## src/rtl/bram32_arbiter.sv

```systemverilog
// Shares one 32-bit block-RAM port between an instruction fetch bus and a data bus.
// Handles round-robin arbitration, sub-word write encoding and load-data alignment and extension.
module bram32_arbiter #(
  parameter int DEPTH      = 512,
  parameter int ADDR_WIDTH = $clog2(DEPTH),
  parameter int AW         = ADDR_WIDTH + 2
) (
  input  logic                  i_clk,
  input  logic                  i_rst,
  input  logic                  i_ibus_req,
  input  logic [AW-1:0]         i_ibus_addr,
  output logic                  o_ibus_gnt,
  output logic                  o_ibus_rvalid,
  output logic [31:0]           o_ibus_rdata,
  input  logic                  i_dbus_req,
  input  logic                  i_dbus_we,
  input  logic [AW-1:0]         i_dbus_addr,
  input  logic [1:0]            i_dbus_size,
  input  logic                  i_dbus_unsigned,
  input  logic [31:0]           i_dbus_wdata,
  output logic                  o_dbus_gnt,
  output logic                  o_dbus_rvalid,
  output logic [31:0]           o_dbus_rdata,
  output logic                  o_dbus_err,
  output logic [ADDR_WIDTH-1:0] o_mem_addr,
  output logic [31:0]           o_mem_wdata,
  output logic                  o_mem_we,
  output logic [2:0]            o_mem_wr_subaddr,
  input  logic [31:0]           i_mem_rdata
);

  typedef enum logic {PTR_IBUS, PTR_DBUS} ptr_e;

  ptr_e       last_q, last_d;
  logic       ibus_gnt, dbus_gnt;
  logic       dbus_legal;
  logic [2:0] dbus_code;

  logic       ivalid_q, dvalid_q;
  logic [1:0] off_q, size_q;
  logic       uns_q, we_q, err_q;

  logic       ivalid, dvalid;
  logic [7:0]  rd_byte;
  logic [15:0] rd_half;
  logic [31:0] rd_ext;

  // On a tie the port that was not granted last wins.
  always_comb begin
    ibus_gnt = 1'b0;
    dbus_gnt = 1'b0;
    if (!i_rst) begin
      if (i_ibus_req && i_dbus_req) begin
        if (last_q == PTR_IBUS) dbus_gnt = 1'b1;
        else                    ibus_gnt = 1'b1;
      end else begin
        ibus_gnt = i_ibus_req;
        dbus_gnt = i_dbus_req;
      end
    end
  end

  always_comb begin
    last_d = last_q;
    if (ibus_gnt)      last_d = PTR_IBUS;
    else if (dbus_gnt) last_d = PTR_DBUS;
  end

  always_comb begin
    dbus_legal = 1'b0;
    dbus_code  = 3'd0;
    case (i_dbus_size)
      2'd0: begin dbus_legal = 1'b1;                      dbus_code = {1'b1, i_dbus_addr[1:0]}; end
      2'd1: begin dbus_legal = ~i_dbus_addr[0];           dbus_code = {2'b01, i_dbus_addr[1]};  end
      2'd2: begin dbus_legal = (i_dbus_addr[1:0] == 2'd0); dbus_code = 3'd1;                     end
      default: begin dbus_legal = 1'b0;                   dbus_code = 3'd0;                     end
    endcase
  end

  assign o_ibus_gnt       = ibus_gnt;
  assign o_dbus_gnt       = dbus_gnt;
  assign o_mem_addr       = dbus_gnt ? i_dbus_addr[AW-1:2] : i_ibus_addr[AW-1:2];
  assign o_mem_wdata      = i_dbus_wdata;
  assign o_mem_we         = dbus_gnt & i_dbus_we & dbus_legal;
  assign o_mem_wr_subaddr = o_mem_we ? dbus_code : 3'd0;

  always_ff @(posedge i_clk) begin
    if (i_rst) begin
      last_q   <= PTR_IBUS;
      ivalid_q <= 1'b0;
      dvalid_q <= 1'b0;
      off_q    <= 2'd0;
      size_q   <= 2'd0;
      uns_q    <= 1'b0;
      we_q     <= 1'b0;
      err_q    <= 1'b0;
    end else begin
      last_q   <= last_d;
      ivalid_q <= ibus_gnt;
      dvalid_q <= dbus_gnt;
      if (dbus_gnt) begin
        off_q  <= i_dbus_addr[1:0];
        size_q <= i_dbus_size;
        uns_q  <= i_dbus_unsigned;
        we_q   <= i_dbus_we;
        err_q  <= ~dbus_legal;
      end
    end
  end

  // A reset landing in the response cycle suppresses the pending response.
  assign ivalid = ivalid_q & ~i_rst;
  assign dvalid = dvalid_q & ~i_rst;

  always_comb begin
    rd_byte = i_mem_rdata[{off_q, 3'b000} +: 8];
    rd_half = i_mem_rdata[{off_q[1], 4'b0000} +: 16];
    case (size_q)
      2'd0:    rd_ext = {{24{~uns_q & rd_byte[7]}}, rd_byte};
      2'd1:    rd_ext = {{16{~uns_q & rd_half[15]}}, rd_half};
      default: rd_ext = i_mem_rdata;
    endcase
  end

  assign o_ibus_rvalid = ivalid;
  assign o_ibus_rdata  = ivalid ? i_mem_rdata : 32'd0;
  assign o_dbus_rvalid = dvalid;
  assign o_dbus_err    = dvalid & err_q;
  assign o_dbus_rdata  = (dvalid && !we_q && !err_q) ? rd_ext : 32'd0;

endmodule
```

## config.mk

```make
export PLATFORM = sky130hd
export DESIGN_NAME = bram32_arbiter
export DESIGN_NICKNAME = d
export VERILOG_FILES = /design/src/rtl/bram32_arbiter.sv
export SDC_FILE = /design/constraint.sdc
export NUM_CORES = 1
export LEC_CHECK = 0
export ABC_AREA = 1
export BUFFER_PORTS_ARGS = -buffer_cell sky130_fd_sc_hd__buf_2
export CAP_MARGIN = 20
export CORE_AREA = 10 10 82 84
export DETAILED_ROUTE_END_ITERATION = 6
export DIE_AREA = 0 0 92 94
export PLACE_DENSITY = 0.85
export SLEW_MARGIN = 20
export SYNTH_ARGS = -nofsm -noshare
export SYNTH_HDL_FRONTEND = slang
export SYNTH_SLANG_ARGS = --single-unit
```

## constraint.sdc

```tcl
create_clock -name i_clk -period 2.7 [get_ports i_clk]
set_input_delay 0 -clock i_clk [delete_from_list [all_inputs] [get_ports i_clk]]
set_output_delay 0 -clock i_clk [all_outputs]
set_load 0.05 [all_outputs]
```

Word-level counts from Yosys, hierarchy flattened. Index checks and enable logic that the tools add are counted.

Add/subtract/negate cells: 0. Multiply operators: 0. Div/mod/pow operators: 0. $lt $le $gt $ge: 0. Eq/ne operators: 3. Shift operators: 2. Muxes and demuxes: 13. Bitwise gates (word level): 11. Reductions and logical operators: 9.

Operator list (number): $mux 32 (2); $pmux 32 s2 (1); $shiftx 32x6->16 (1); $shiftx 32x6->8 (1); $mux 9 (1); $pmux 3 s3 (1); $and 1x1->1 (7); $logic_not 2->1 (3); $mux 1 (6); $eq 2x1->1 const B (2); $not 1->1 (4); $logic_and 1x1->1 (3); $mux 3 (1); $pmux 1 s3 (1); $eq 2x2->1 const B (1); $logic_not 1->1 (2); $reduce_or 2->1 (1).

Register bits after elaboration: 10. Bits in latches: 0. Bits in writable memories: 0. Bits in read-only memories: 0. Bits of input ports: 94. Word-level logic and storage cells: 46. Memories: 0.

Logic depth before layout (Yosys ltp). Gate-level depths: netlist (run 1).

Depth after elaboration: 6. Gate-level depth with buffers: 11. Gate-level depth less buffers: 9.

Worst setup path before layout (run 1). OpenSTA, ideal clock, no wires.

Path type: reg-to-output. From: reg dvalid_q. To: out o_dbus_rdata[16]. Arrival: 1.991 ns. Slack: 0.709 ns. Stages on the path, launching flop included: 7. Cell sequence: dfxtp_1 -> inv_1 -> nor2_2 -> inv_1 -> nor3_4 -> nand2_4 -> nor2_1.

Cells in the longest elaborated chain, start to end: 4.

RTL lines: start: declaration (line 39) `logic ivalid_q, dvalid_q;`; start signal: assignment (line 100) `dvalid_q <= dbus_gnt;`; $and 1x1->1 (line 113) `assign dvalid = dvalid_q & ~i_rst;`; net o_dbus_rvalid (line 22) `output logic o_dbus_rvalid,`; $logic_and 1x1->1 (2 in series) (line 129) `assign o_dbus_rdata = (dvalid && !we_q && !err_q) ? rd_ext : 32'd0;`; $mux 32 (line 129); end: declaration (line 23) `output logic [31:0] o_dbus_rdata,`.

The timed path passes the listed nets, and every way through them passes these cells.

Worst setup path in the final report (run 1).
From: in i_rst. To: out o_dbus_rdata[18].

Cells in the longest elaborated chain, start to end: 5.

RTL lines: start: declaration (line 9) `input logic i_rst,`; $not 1->1 (line 113); $and 1x1->1 (line 113); $logic_and 1x1->1 (2 in series) (line 129); $mux 32 (line 129).

Every way passes these cells.

==> flow_metrics.env, run 1 <==
export IMPL_cts_repair_resized=0
export IMPL_setup_tns_ns=0
export IMPL_first_iter_violations=67
export IMPL_antenna_found_initial=0
export IMPL_syn_num_nets=446
export IMPL_fin_util=0.484
export IMPL_cts_buffers=3
export IMPL_swShare=0.481
export IMPL_p_clk_frac=0.238
export IMPL_netlist_area_mm2=0.00187
export IMPL_routed_via_density=4.63
export IMPL_grt_start_max_net_pins=34
export IMPL_setup_viol=0
export IMPL_nets=552
export IMPL_wirelength_um=7460
export IMPL_status="complete, no violations"
export IMPL_overflow=0
export IMPL_worst_slew_pin_slew_ns=0.695
export IMPL_cp_arrival_ns=2.18
export IMPL_dp_hpwl_um=6230
export IMPL_p_per_area_mw_per_mm2=328
export IMPL_holdPathStages=0
export IMPL_start_util=0.368
export IMPL_rows=26
export IMPL_dp_cells=519
export IMPL_yosys_warnings=0
export IMPL_slew_headroom=0.535
export IMPL_cts_tree="yes"
export IMPL_reg2reg_slack_ns=1.53
export IMPL_critPathMaxFanout=17
export IMPL_numPortBuffers=141
export IMPL_root_buffer="clkbuf_8"
export IMPL_diodes=0
export IMPL_cp_end_kind="output pin"
export IMPL_crit_path_cell_trace="dlygate4sd3_1 -> buf_2 -> nor2_2 -> inv_1 -> nor3_4 -> nand2_4 -> nor2_1 -> buf_2"
export IMPL_fmax_mhz=458
export IMPL_pin_count=208
export IMPL_firstDrtPassIters=4
export IMPL_internal_power_mw=0.418
export IMPL_clk_latency_ns=0.24
export IMPL_syn_area_per_cell_um2=5.30
export IMPL_grt_setup_unrepaired="false"
export IMPL_core_area_mm2=0.00507
export IMPL_grt_pass1_vias=2586
export IMPL_hold_violations=0
export IMPL_route_detailed_drc=0
export IMPL_synthToLayoutAreaGrowth_pct=31.7
export IMPL_dp_slack_ns=0.895
export IMPL_drive_gt1_frac=0.372
export IMPL_crit_top_cell="buf_2"
export IMPL_dieArea_mm2=0.00865
export IMPL_setup_slack_ns=0.519
export IMPL_hold_class="input pin to output pin"
export IMPL_n_fill_cell=543
export IMPL_reg2reg_depth=3
export IMPL_p_leak_nw=1.73
export IMPL_synth_top_family_by_area="simple AND/OR/NAND/NOR gates"
export IMPL_switchingPower_mw=0.388
export IMPL_sequentialPowerShare=0.210
export IMPL_synth_adder_area_share=0
export IMPL_p_comb_frac=0.552
export IMPL_critPathMaxStageDelay_ns=0.54
export IMPL_synth_cells=352
export IMPL_fin_worst_skew_ns=0.00395
export IMPL_period_minus_slack_ns=2.18
export IMPL_synth_seq_cells=10
export IMPL_fin_area_mm2=0.00246
export IMPL_synthMuxAreaShare=0
export IMPL_max_clock_path_buffers=2
export IMPL_start_kind="input pin"
export IMPL_synth_compound_area_frac=0.126
export IMPL_total_power_mw=0.806
export IMPL_vias=2439
export IMPL_cp_slowest_cell="dlygate4sd3_1"
export IMPL_slew_violations=0
export IMPL_ys_types=28
export IMPL_ir_worst_vdd_v=0.000351
export IMPL_grt_pass1_wl_um=12100
export IMPL_cts_sinks=10
export IMPL_postCtsSetupBuffers=0
export IMPL_max_cap_violations=0
export IMPL_ant_nets=0
export IMPL_die_h_um=94
export IMPL_gp_congestion=0.846
export IMPL_synth_simple_area_share=0.451
export IMPL_seq_area_frac_synth=0.107
export IMPL_finalCritPeriodShare=0.808
export IMPL_grt_use_total=0.167
export IMPL_postPlaceCellArea_mm2=0.00236
export IMPL_cp_required_ns=2.70
export IMPL_worst_hold_slack_ns=0.0000220
export IMPL_synth_xor_area_share=0
export IMPL_wl_per_cell_um=14.2
export IMPL_cts_max_level=1
export IMPL_die_w_um=92
export IMPL_layout_cells_non_filler=527
export IMPL_setup_worst_path_class="input pin to output pin"
cell usage after synthesis:
| master | instances | area [µm²] |
|---|---|---|
| o22ai_1 | 3 | 18.8 |
| nor2_2 | 8 | 50.1 |
| inv_6 | 1 | 8.76 |
| buf_2 | 5 | 25.0 |
| nand3_2 | 1 | 10.0 |
| nor2_1 | 64 | 240 |
| clkbuf_1 | 6 | 22.5 |
| o21a_1 | 8 | 60.1 |
| nand2_4 | 2 | 22.5 |
| buf_8 | 1 | 15.0 |
| inv_2 | 1 | 3.75 |
| nand2_2 | 2 | 12.5 |
| nor3_4 | 1 | 16.3 |
| nor3_1 | 1 | 5.00 |
| or2_2 | 1 | 6.26 |
| buf_6 | 1 | 11.3 |
| o211a_1 | 1 | 10.0 |
| nor2_4 | 3 | 33.8 |
| nand2_1 | 89 | 334 |
| inv_1 | 66 | 248 |
| buf_1 | 2 | 7.51 |
| nand3_1 | 10 | 50.1 |
| buf_4 | 33 | 248 |
| o21ai_0 | 14 | 70.1 |
| dfxtp_1 | 10 | 200 |
| a21oi_1 | 3 | 15.0 |
| o221ai_1 | 7 | 61.3 |
| nand3b_1 | 8 | 60.1 |
cells in the final DEF (no fill, tap or decap):
cell	netlist	layout
nor3_4	1	1
dfxtp_1	10	10
clkbuf_8	0	4
nand3_2	1	1
inv_2	1	1
nor2_1	64	64
buf_4	33	4
nor2_2	8	8
o211a_1	1	1
or2_2	1	1
o21a_1	8	8
o22ai_1	3	3
nand3b_1	8	8
o21ai_0	14	14
inv_1	66	66
o221ai_1	7	7
nand2_4	2	2
nor3_1	1	1
dlygate4sd3_1	0	4
nand2_2	2	3
a21oi_1	3	3
buf_2	5	141
nand3_1	10	10
nand2_1	89	88
inv_6	1	1
nor2_4	3	3
logic make-up (layout without fill, tap and decap cells):
group	count (synthesis)	count (layout)
flip-flops	10	10
buffers and inverters	116	221
AND/OR/NAND/NOR	190	190
AO/OA/AOI/OAI	36	36
metal layers:
metal | vias to the layer above | part of all wire | GRT usage
li1 | 1231 | - | -
met1 | 1044 | 0.39 | 0.170
met2 | 147 | 0.46 | 0.295
met3 | 17 | 0.13 | 0.0759
met4 | 0 | 0.021 | 0.0617
met5 | - | 0 | 0
critical path, delay by kind of cell:
family,cells,cell delay [ns]
AND/OR/NAND/NOR,4,1.11
buffers and inverters,4,1.06
repair_timing:
item,CTS,global route
hold buffers,4,0
hold endpoints to repair,4,0
setup endpoints to repair,0,0
state kept, by name, indices dropped and copies added (netlist names):
signal	cells
we_q	1
last_q	1
off_q	2
uns_q	1
dvalid_q	1
size_q	2
ivalid_q	1
err_q	1
layout make-up:
class	count	area [µm²]	area share
multi-input combinational	226	1080	0.439
clock buffer	4	55.1	0.0224
inverter	68	260	0.106
timing repair buffer	149	776	0.316
tap	70	87.6	0.0356
sequential	10	200	0.0815
power by group through the flow:
stage / Clock [mW] / Combinational, mW / Sequential [mW]
CTS: 0.197 / 0.447 / 0.169
floorplan: 0 / 0.447 / 0.166
global placement: 0 / 0.436 / 0.171
detailed placement: 0 / 0.440 / 0.172
global route: 0.201 / 0.486 / 0.170
finish: 0.192 / 0.445 / 0.169
final timing paths:
check                              start                     end
hold reg to reg    off_q[0]$_SDFFE_PP0N_   off_q[0]$_SDFFE_PP0N_
setup / recovery                   i_rst        o_dbus_rdata[18]
hold / removal           i_dbus_wdata[7]          o_mem_wdata[7]
setup reg to reg  size_q[1]$_SDFFE_PP0N_  size_q[1]$_SDFFE_PP0N_
Note: power is estimated with default switching activity, not from simulation.
==> run 2: changes to the inputs <==
--- a/config.mk
+++ b/config.mk
@@ -5,13 +5,13 @@
 export SDC_FILE = /design/constraint.sdc
 export NUM_CORES = 1
 export LEC_CHECK = 0
-export ABC_AREA = 1
+export ABC_AREA = 0
 export BUFFER_PORTS_ARGS = -buffer_cell sky130_fd_sc_hd__buf_2
 export CAP_MARGIN = 20
-export CORE_AREA = 10 10 82 84
+export CORE_AREA = 10 10 83 85
 export DETAILED_ROUTE_END_ITERATION = 6
-export DIE_AREA = 0 0 92 94
-export PLACE_DENSITY = 0.85
+export DIE_AREA = 0 0 93 95
+export PLACE_DENSITY = 0.8
 export SLEW_MARGIN = 20
 export SYNTH_ARGS = -nofsm -noshare
 export SYNTH_HDL_FRONTEND = slang
==> constraint.sdc (replaced) <==
create_clock -name i_clk -period 2.2 [get_ports i_clk]
set_input_delay 0 -clock i_clk [delete_from_list [all_inputs] [get_ports i_clk]]
set_output_delay 0 -clock i_clk [all_outputs]
set_load 0.05 [all_outputs]
==> flow_metrics.env, run 2 <==
export IMPL_slew_headroom=0.525
export IMPL_dp_slack_ns=0.188
export IMPL_n_fill_cell=566
export IMPL_p_leak_nw=1.44
export IMPL_grt_pass1_wl_um=10800
export IMPL_cts_tree="yes"
export IMPL_synth_cells=263
export IMPL_start_util=0.323
export IMPL_grt_start_max_net_pins=34
export IMPL_syn_area_per_cell_um2=6.56
export IMPL_dieArea_mm2=0.00884
export IMPL_cts_sinks=10
export IMPL_setup_worst_path_class="register to output pin"
export IMPL_period_minus_slack_ns=2.10
export IMPL_ant_nets=0
export IMPL_wl_per_cell_um=16.4
export IMPL_antenna_found_initial=0
export IMPL_syn_num_nets=357
export IMPL_routed_via_density=4.84
export IMPL_cp_required_ns=2.20
export IMPL_firstDrtPassIters=4
export IMPL_gp_congestion=0.847
export IMPL_async_reset_ff_frac=0
export IMPL_synthToLayoutAreaGrowth_pct=38.4
export IMPL_nets=468
export IMPL_dp_hpwl_um=6190
export IMPL_path_clk_slew_ns=0.05
export IMPL_clk_latency_ns=0.24
export IMPL_fmax_mhz=477
export IMPL_overflow=0
export IMPL_synth_area_leaders="nand2_1 17%, buf_4 14%, and2_1 12%"
export IMPL_layout_common_cells="140 x buf_2, 80 x nand2_1, 33 x and2_1"
export IMPL_start_kind="register"
export IMPL_cp_arrival_ns=2.10
export IMPL_numPortBuffers=141
export IMPL_wirelength_um=7320
export IMPL_ir_worst_vdd_v=0.000418
export IMPL_critPathMaxFanout=16
export IMPL_fin_worst_skew_ns=0.000335
export IMPL_ys_types=38
export IMPL_p_per_area_mw_per_mm2=404
export IMPL_pin_count=208
export IMPL_synth_edf_count=0
export IMPL_grt_use_total=0.151
export IMPL_drive_gt1_frac=0.469
export IMPL_cp_end_kind="output pin"
export IMPL_synth_largest_area_cell="nand2_1"
export IMPL_synth_seq_cells=10
export IMPL_finalCritPeriodShare=0.954
export IMPL_cts_buffers=3
export IMPL_root_buffer="clkbuf_8"
export IMPL_hold_class="input pin to output pin"
export IMPL_route_detailed_drc=0
export IMPL_hold_violations=0
export IMPL_register_area_um2=200
export IMPL_diodes=0
export IMPL_reg_top3="off_q (2), size_q (2)"
export IMPL_max_cap_violations=0
export IMPL_synth_most_common_cell="nand2_1"
export IMPL_rows=27
export IMPL_slew_violations=0
export IMPL_seq_area_frac_synth=0.116
export IMPL_cts_max_level=1
export IMPL_netlist_area_mm2=0.00172
export IMPL_rr_startpoint="last_q$_SDFFE_PP0N_"
export IMPL_postPlaceCellArea_mm2=0.00227
export IMPL_yosys_warnings=0
export IMPL_multi_input_area_mm2=0.00116
export IMPL_die_w_um=93
export IMPL_grt_pass1_vias=2145
export IMPL_synth_top_cell_area_share=0.174
export IMPL_status="complete, no violations"
export IMPL_setup_slack_ns=0.102
export IMPL_setup_viol=0
export IMPL_synth_common_cells="80 x nand2_1, 33 x and2_1, 33 x buf_4"
export IMPL_worst_hold_slack_ns=0.0000193
export IMPL_worst_slew_pin_slew_ns=0.712
export IMPL_max_clock_path_buffers=2
export IMPL_fin_util=0.447
export IMPL_core_area_mm2=0.00534
export IMPL_fin_area_mm2=0.00239
export IMPL_synthFlopType="dfxtp_1"
export IMPL_hold_start="i_dbus_wdata[19]"
export IMPL_final_common_cell="buf_2"
export IMPL_setup_tns_ns=0
export IMPL_die_h_um=95
export IMPL_vias=2152
export IMPL_crit_start="off_q[1]$_SDFFE_PP0N_"
export IMPL_grt_setup_unrepaired="false"
export IMPL_first_iter_violations=78
## run 2: what timing repair did
item / CTS / global route
pin swaps: 1 / 0
hold buffers: 2 / 0
resized for setup: 1 / 1
setup buffers: 2 / 0
endpoints found under the setup margin: 19 / 21
endpoints found under the hold margin: 2 / 0
## run 2: worst max-delay path: stages, from the launching register on
cell and delay, ns:
dfxtp_1 0.44, mux2_2 0.38, a22o_4 0.25, o21ai_4 0.43, nand2_1 0.12, buf_2 0.24
## run 2: through the flow
stage	power, mW	cells
3_3_place_gp	0.723	437
5_1_grt	1.02	445
3_5_place_dp	0.731	437
4_1_cts	0.970	445
6_report	0.965	445
2_1_floorplan	0.720	263
## run 2: final cells by class
cell class / count / share of cell area
clock buffer: 4 / 0.0231
inverter: 15 / 0.0236
multi-input combinational: 191 / 0.485
sequential: 10 / 0.0839
tap: 72 / 0.0378
timing repair buffer: 153 / 0.347
## run 2: worst paths after layout
path	endpoint	slack (ns)	cells after the start
worst min register to register	we_q$_SDFFE_PP0N_	0.45	2
worst min-delay path	o_mem_wdata[19]	0.00002	0
worst max-delay path	o_dbus_rdata[27]	0.10	5
worst max register to register	err_q$_SDFFE_PP0N_	1.09	3
## run 2: cell families after synthesis
| family | synth area share |
|---|---|
| buffers and inverters | 0.221 |
| muxes | 0.0668 |
| AOI/OAI and AO/OA | 0.204 |
| and+or+nand+nor | 0.393 |
| DFF | 0.116 |
## run 2: power breakdown
| group | leakage, nW | switching [mW] | total (mW) | internal (mW) |
|---|---|---|---|---|
| clock | 0.0288 | 0.0755 | 0.233 | 0.158 |
| sequential | 0.0826 | 0.0110 | 0.205 | 0.194 |
| combinational | 1.33 | 0.360 | 0.527 | 0.167 |
## run 2: routing by layer
metal,share of wire,global-route usage
met1,0.37,0.143
met2,0.47,0.270
met3,0.15,0.0912
met4,0.015,0.0476
met5,0,0
